<file path="config.mk">
export PLATFORM = sky130hd
export DESIGN_NAME = count_capture_flat
export DESIGN_NICKNAME = d
export VERILOG_FILES = /design/src/rtl/count_capture_if.sv /design/src/rtl/count_capture.sv /design/src/flat_wrapper.sv
export SDC_FILE = /design/constraint.sdc
export NUM_CORES = 1
export LEC_CHECK = 0
export ABC_AREA = 1
export CAP_MARGIN = 10
export CORE_MARGIN = 2
export CORE_UTILIZATION = 53
export CTS_CLUSTER_DIAMETER = 60
export DETAILED_ROUTE_END_ITERATION = 6
export PLACE_DENSITY = 0.81
export SETUP_SLACK_MARGIN = 0.05
export SYNTH_ARGS = -nofsm -noshare
export SYNTH_HDL_FRONTEND = slang
export SYNTH_SLANG_ARGS = --single-unit
</file>
<file path="constraint.sdc">
create_clock -name iClock -period 2.22 [get_ports iClock]
set_clock_uncertainty 0.1 [all_clocks]
set_input_delay 0.222 -clock iClock [delete_from_list [all_inputs] [get_ports iClock]]
set_output_delay 0.222 -clock iClock [all_outputs]
set_load 0.03 [all_outputs]
</file>
<file path="src/rtl/count_capture_if.sv">
//------------------------------------------------------------------------------
// Module   : count_capture_if
// Purpose  : Groups the count_capture data path into one bundle. This covers
//            the live count, the trigger level, the pop and flush controls,
//            and the FIFO status and head outputs.
// Ports    : iCount    live count value (WIDTH)
//            iEvent    external trigger level
//            iRead     pop request for FIFO head
//            iClear    synchronous flush of FIFO and overflow flag
//            oData     FIFO head, first-word-fall-through (WIDTH)
//            oValid    FIFO non-empty
//            oFull     FIFO holds 2^DEPTH_LOG2 entries
//            oLevel    number of stored entries (DEPTH_LOG2+1)
//            oOverflow sticky: a capture was dropped
// Modports : master - stimulus side, drives the i* signals
//            slave  - count_capture side, drives the o* signals
// Revision : 1.0 - initial release
//------------------------------------------------------------------------------
`default_nettype none

interface count_capture_if #(
  parameter int WIDTH      = 8,
  parameter int DEPTH_LOG2 = 2
);
  logic [WIDTH-1:0]    iCount;
  logic                iEvent;
  logic                iRead;
  logic                iClear;
  logic [WIDTH-1:0]    oData;
  logic                oValid;
  logic                oFull;
  logic [DEPTH_LOG2:0] oLevel;
  logic                oOverflow;

  modport master (
    output iCount, iEvent, iRead, iClear,
    input  oData, oValid, oFull, oLevel, oOverflow
  );

  modport slave (
    input  iCount, iEvent, iRead, iClear,
    output oData, oValid, oFull, oLevel, oOverflow
  );
endinterface

`default_nettype wire

</file>
<file path="src/rtl/count_capture.sv">
//------------------------------------------------------------------------------
// Module   : count_capture
// Purpose  : Samples a live counter value on a selected edge of an external
//            event. The samples are queued in a small circular FIFO whose head
//            is first-word-fall-through. A sticky flag records any capture that
//            was dropped because the FIFO was full.
// Ports    : iClock  sole clock, rising edge
//            iReset  asynchronous, active-low reset
//            bus     count_capture_if.slave (count, event, read, clear,
//                    data, valid, full, level, overflow)
// Params   : WIDTH      width of the captured count
//            DEPTH_LOG2 log2 of FIFO depth
//            EDGE       0 = capture on rising iEvent, 1 = on falling iEvent
// Config   : COUNT_CAPTURE_SYNC_EN - when defined, iEvent passes a two-flop
//            synchronizer before edge detection (two cycles extra latency)
// Revision : 1.0 - initial release
//------------------------------------------------------------------------------
`default_nettype none

module count_capture #(
  parameter int WIDTH      = 8,
  parameter int DEPTH_LOG2 = 2,
  parameter int EDGE       = 0
) (
  input  wire logic       iClock,
  input  wire logic       iReset,
  count_capture_if.slave  bus
);

  localparam int unsigned         c_DEPTH      = 1 << DEPTH_LOG2;
  localparam logic [DEPTH_LOG2:0] c_LEVEL_FULL = (DEPTH_LOG2+1)'(c_DEPTH);
  localparam logic [DEPTH_LOG2:0] c_LEVEL_ONE  = (DEPTH_LOG2+1)'(1);
  localparam logic [DEPTH_LOG2-1:0] c_PTR_ONE  = DEPTH_LOG2'(1);
  // Level the event history idles at, so reset never looks like an edge.
  localparam logic                c_IDLE_LVL   = (EDGE != 0);

  logic                  w_evt_lvl;
  logic                  r_evt_prev;
  logic                  w_edge;
  logic                  w_pop;
  logic                  w_full;
  logic                  w_push;
  logic                  w_drop;
  logic [DEPTH_LOG2-1:0] r_wptr;
  logic [DEPTH_LOG2-1:0] r_rptr;
  logic [DEPTH_LOG2:0]   r_level;
  logic                  r_ovf;
  logic [WIDTH-1:0]      r_mem [c_DEPTH];

  //--------------------------------------------------------------------------
  // Event level source
  //--------------------------------------------------------------------------
`ifdef COUNT_CAPTURE_SYNC_EN
  logic r_sync1;
  logic r_sync2;

  always_ff @(posedge iClock or negedge iReset) begin
    if (!iReset) begin
      r_sync1 <= c_IDLE_LVL;
      r_sync2 <= c_IDLE_LVL;
    end else begin
      r_sync1 <= bus.iEvent;
      r_sync2 <= r_sync1;
    end
  end

  assign w_evt_lvl = r_sync2;
`else
  // iEvent is already synchronous: the edge is seen at the clock edge where
  // the new level is first sampled, together with that cycle's iCount.
  assign w_evt_lvl = bus.iEvent;
`endif

  // History keeps updating during iClear, so a flush never creates or hides
  // an edge on the following cycle.
  always_ff @(posedge iClock or negedge iReset) begin
    if (!iReset) begin
      r_evt_prev <= c_IDLE_LVL;
    end else begin
      r_evt_prev <= w_evt_lvl;
    end
  end

  assign w_edge = (EDGE == 0) ? (w_evt_lvl & ~r_evt_prev)
                              : (~w_evt_lvl & r_evt_prev);

  //--------------------------------------------------------------------------
  // FIFO control
  //--------------------------------------------------------------------------
  assign w_full = (r_level == c_LEVEL_FULL);
  assign w_pop  = bus.iRead & (r_level != '0);
  // A same-cycle pop frees the slot, so a full FIFO still accepts the write.
  assign w_push = w_edge & (~w_full | w_pop);
  assign w_drop = w_edge & w_full & ~w_pop;

  always_ff @(posedge iClock or negedge iReset) begin
    if (!iReset) begin
      r_wptr  <= '0;
      r_rptr  <= '0;
      r_level <= '0;
      r_ovf   <= 1'b0;
    end else if (bus.iClear) begin
      r_wptr  <= '0;
      r_rptr  <= '0;
      r_level <= '0;
      r_ovf   <= 1'b0;
    end else begin
      if (w_push) begin
        r_wptr <= r_wptr + c_PTR_ONE;
      end
      if (w_pop) begin
        r_rptr <= r_rptr + c_PTR_ONE;
      end
      if (w_push && !w_pop) begin
        r_level <= r_level + c_LEVEL_ONE;
      end else if (!w_push && w_pop) begin
        r_level <= r_level - c_LEVEL_ONE;
      end
      if (w_drop) begin
        r_ovf <= 1'b1;
      end
    end
  end

  // Storage carries no reset; the pointers and level define what is valid.
  always_ff @(posedge iClock) begin
    if (w_push && !bus.iClear) begin
      r_mem[r_wptr] <= bus.iCount;
    end
  end

  //--------------------------------------------------------------------------
  // Outputs
  //--------------------------------------------------------------------------
  assign bus.oData     = r_mem[r_rptr];
  assign bus.oValid    = (r_level != '0);
  assign bus.oFull     = w_full;
  assign bus.oLevel    = r_level;
  assign bus.oOverflow = r_ovf;

endmodule

`default_nettype wire

</file>
<file path="src/flat_wrapper.sv">
// flat-port wrapper written by rule: the top's interface ports become plain ports
module count_capture_flat 
#(
  parameter int WIDTH      = 8,
  parameter int DEPTH_LOG2 = 2,
  parameter int EDGE       = 0
)
  (iClock, iReset, bus_iCount, bus_iEvent, bus_iRead, bus_iClear, bus_oData, bus_oValid, bus_oFull, bus_oLevel, bus_oOverflow);
  count_capture_if #(.WIDTH(WIDTH), .DEPTH_LOG2(DEPTH_LOG2)) bus_i ();
  input  wire logic iClock;
  input  wire logic iReset;
  input wire logic [$bits(bus_i.iCount)-1:0] bus_iCount;
  input wire logic [$bits(bus_i.iEvent)-1:0] bus_iEvent;
  input wire logic [$bits(bus_i.iRead)-1:0] bus_iRead;
  input wire logic [$bits(bus_i.iClear)-1:0] bus_iClear;
  output wire logic [$bits(bus_i.oData)-1:0] bus_oData;
  output wire logic [$bits(bus_i.oValid)-1:0] bus_oValid;
  output wire logic [$bits(bus_i.oFull)-1:0] bus_oFull;
  output wire logic [$bits(bus_i.oLevel)-1:0] bus_oLevel;
  output wire logic [$bits(bus_i.oOverflow)-1:0] bus_oOverflow;
  assign bus_i.iCount = bus_iCount;
  assign bus_i.iEvent = bus_iEvent;
  assign bus_i.iRead = bus_iRead;
  assign bus_i.iClear = bus_iClear;
  assign bus_oData = bus_i.oData;
  assign bus_oValid = bus_i.oValid;
  assign bus_oFull = bus_i.oFull;
  assign bus_oLevel = bus_i.oLevel;
  assign bus_oOverflow = bus_i.oOverflow;
  count_capture #(.WIDTH(WIDTH), .DEPTH_LOG2(DEPTH_LOG2), .EDGE(EDGE)) u_core (.iClock(iClock), .iReset(iReset), .bus(bus_i));
endmodule
</file>
==> impl_metrics.env <==
export IMPL_grt_overflow_total=0
export IMPL_cells_after_synth=151
export IMPL_post_cts_buffers=0
export IMPL_number_of_flip_flops_and_latches_in_the_synthesized_netlist=41
export IMPL_run_status="completed"
export IMPL_filler_cell_count=243
export IMPL_layout_area_seq_um2=1190
export IMPL_mostFrequentLayoutCells="edfxtp_1 (32), nor2_1 (23), clkdlybuf4s50_1 (17)"
export IMPL_tritoncts_clock_tree="yes"
export IMPL_netlist_top_cell_by_area="edfxtp_1"
export IMPL_critical_path_max_stage_delay_ns=0.43
export IMPL_worstSetupStartpoint="u_core.r_rptr[1]"
export IMPL_routed_via_count=1220
export IMPL_finish_cell_count_without_fillers=237
export IMPL_cts_buffers=5
export IMPL_clock_sink_count=41
export IMPL_globalRouteTotalUtil_pct=19.8
export IMPL_synth_yosys_warnings=0
export IMPL_ir_worst_vdd_v=0.000431
export IMPL_r2r_end="u_core.bus.oLevel[2]"
export IMPL_chain_of_cells_forming_the_critical_path="inv_1, o21ai_0, o22ai_1, dlygate4sd2_1"
export IMPL_cts_htree_levels=2
export IMPL_antenna_cells=0
export IMPL_ctsHoldBuffers=0
export IMPL_grt_first_pass_wirelength_um=5730
export IMPL_drt_drc_violations_left=0
export IMPL_drtAntennaViolNets=0
export IMPL_synth_area_um2=1790
export IMPL_synth_cell_types=27
export IMPL_place_hpwl_um=2420
export IMPL_drv_max_cap_violation_count=0
export IMPL_worstSetupStartpointType="flip-flop"
export IMPL_critical_path_reg2reg_startpoint="u_core.bus.oLevel[1]"
export IMPL_share_of_the_yosys_chip_area_belonging_to_registers_pct=66.2
export IMPL_ys_top_cells_by_area="edfxtp_1 (54%), dfrtp_1 (13%), nor2_1 (4.8%)"
export IMPL_finish_net_count=208
export IMPL_dp_cells=229
export IMPL_die_area_um2=3860
export IMPL_timing_critical_path_to="bus_oData[1]"
export IMPL_holdCritPathClass="input pin to asynchronous set/reset pin"
export IMPL_core_rowCount=21
export IMPL_initial_core_util_pct=54.6
export IMPL_postRouteWirelength_um=3420
export IMPL_worstSetupEndpointType="output port"
export IMPL_ff2ff_setup_slack_ns=0.20
export IMPL_finalSetupViolations=0
export IMPL_die_width_um=62.1
export IMPL_area_growth_pct=22.8
export IMPL_worstRegToRegCells=11
export IMPL_dpl_instance_area_um2=2160
export IMPL_syn_nets=169
export IMPL_clk_latency_ns=0.36
export IMPL_postLayoutCellArea_um2=2200
export IMPL_timing_slew_headroom_pct=70.3
export IMPL_rsz0062_at_grt="no"
export IMPL_drt_pass1_iterations=4
export IMPL_dr_first_iter_drc_count=67
export IMPL_routability_driven_placement_congestion_ratio=0.813
export IMPL_multiInputGateArea_um2=513
export IMPL_power_per_cell_area_nw_per_um2=1000
export IMPL_critical_path_arrival_ns=1.76
export IMPL_grt_start_max_net_pins=18
export IMPL_timing_critical_path_required_ns=1.90
export IMPL_io_buffers=26
export IMPL_final_common_cell="edfxtp_1"
export IMPL_finalMaxSlewViolations=0
export IMPL_via_count_of_the_first_global_routing_pass=1257
export IMPL_floorplan_die_height_um=62.1
export IMPL_average_wire_per_cell_in_the_routed_design_um=14.4
export IMPL_clk_path_buf_depth=2
export IMPL_hold_viol_final=0
export IMPL_cts_root_buffer="clkbuf_4"
export IMPL_synthDominantCellAreaShare_pct=53.6
export IMPL_leakage_uw=0.000865
export IMPL_detailed_route_vias_per_instance=5.15
export IMPL_mean_cell_area_of_the_mapped_netlist_um2=11.9
export IMPL_post_route_cells_drive_above_1_share_pct=17.8
export IMPL_clk_pin_slew_worst_paths_ns=0.12
export IMPL_core_area_um2=3280
export IMPL_critPathMaxFanout=9
export IMPL_grt_antenna_before_repair=0
export IMPL_io_pins=27
export IMPL_final_core_utilization_pct=67.0
export IMPL_worst_slew_pin_transition_ns=0.444
export IMPL_cell_with_the_largest_stage_delay_on_the_worst_path="dlygate4sd2_1"
export IMPL_worstSetupPathType="flip-flop to output port"
export IMPL_period_minus_slack_ns=2.08
export IMPL_fin_crit_sh_pct=93.8
export IMPL_finalSetupTns_ns=0
export IMPL_max_clock_freq_ghz=0.480
-- cells in the mapped netlist --
| master | instances |
|---|---|
| edfxtp_1 | 32 |
| nor3_1 | 1 |
| nand3_1 | 3 |
| ha_1 | 4 |
| xor2_1 | 1 |
| a21oi_1 | 1 |
| fa_1 | 1 |
| nand2_4 | 2 |
| nor2_2 | 1 |
| o21ai_1 | 3 |
| nand4_1 | 1 |
| nand2_2 | 3 |
| nor2_4 | 3 |
| o21ai_0 | 16 |
| inv_1 | 15 |
| buf_4 | 1 |
| xnor2_1 | 1 |
| buf_2 | 2 |
| nand3b_1 | 1 |
| a31oi_1 | 1 |
| inv_2 | 5 |
| dfrtp_1 | 9 |
| nand3_4 | 1 |
| o22ai_1 | 8 |
| nand2_1 | 11 |
| nor2_1 | 23 |
| a21oi_2 | 1 |
-- critical path: cells and delay by family (launching register included) --
family,cells,cell delay (ns)
buffers and inverters,2,0.65
AO/OA/AOI/OAI,2,0.34
flip-flops,1,0.40
-- routing by layer --
layer	share of wire (%)	global-route usage, %	up-vias
met5	0	0	-
met4	2.5	9.17	0
met3	5.7	6.70	10
met2	51	33.4	31
met1	41	23.0	587
li1	-	-	592
-- report_power, final --
part           total (uW)  internal [uW]  switching [uW]
combinational         909            327             582
clock                 361            119             241
sequential            930            875            55.8
total                2200           1320             879
-- cell type report --
| class | instances | share of cell area (%) |
|---|---|---|
| Sequential cell | 41 | 53.9 |
| Multi-Input combinational cell | 87 | 23.3 |
| Inverter | 20 | 3.41 |
| Timing Repair Buffer | 35 | 14.2 |
| Tap cell | 46 | 2.62 |
| Clock buffer | 5 | 1.71 |
| Clock inverter | 3 | 0.796 |
-- through the flow --
step	setup WS [ns]	total power, uW	hold WS [ns]
after floorplan	0.215	1550	-0.174
after global placement	0.204	1860	0.390
after detailed placement	0.0773	1910	0.415
after CTS	0.134	2220	0.0516
after global routing	0.0809	2330	0.0588
final	0.138	2200	0.0504
-- how the worst min path moves through the flow --
stage | slack [ns] | from | depth (start not counted) | end
6_report | 0.05 | iReset | 1 | u_core.bus.oLevel[2]
3_3_place_gp | 0.39 | u_core.bus.oOverflow | 2 | u_core.bus.oOverflow
4_1_cts | 0.05 | iReset | 1 | u_core.bus.oLevel[0]
2_1_floorplan | -0.17 | iReset | 0 | u_core.bus.oLevel[0]
5_1_grt | 0.06 | iReset | 1 | u_core.bus.oLevel[2]
3_5_place_dp | 0.42 | u_core.bus.oOverflow | 2 | u_core.bus.oOverflow
-- state kept, by name (all words and copies together) (netlist names) --
signal                flops
u_core.bus.oLevel         3
u_core.bus.oOverflow      1
u_core.r_evt_prev         1
u_core.r_mem             32
u_core.r_rptr             2
u_core.r_wptr             2
-- what timing repair did --
| item | in CTS | in global routing |
|---|---|---|
| setup endpoints to repair | 9 | 1 |
| pin swaps | 0 | 0 |
| resized for setup | 9 | 2 |
| endpoints found under the hold margin | 0 | 0 |
-- cells by family (layout without fill, tap and decap cells) --
group           after synthesis  in the layout  share of synthesized area [%]
simple gates                 50             50                           14.5
compound gates               30             30                           9.22
flops                        41             41                           66.2
fa+ha+maj                     5              5                           3.91
xor+xnor                      2              2                          0.978
buf+inv                      23             63                           5.17
Power figures use the tool's default switching activity.
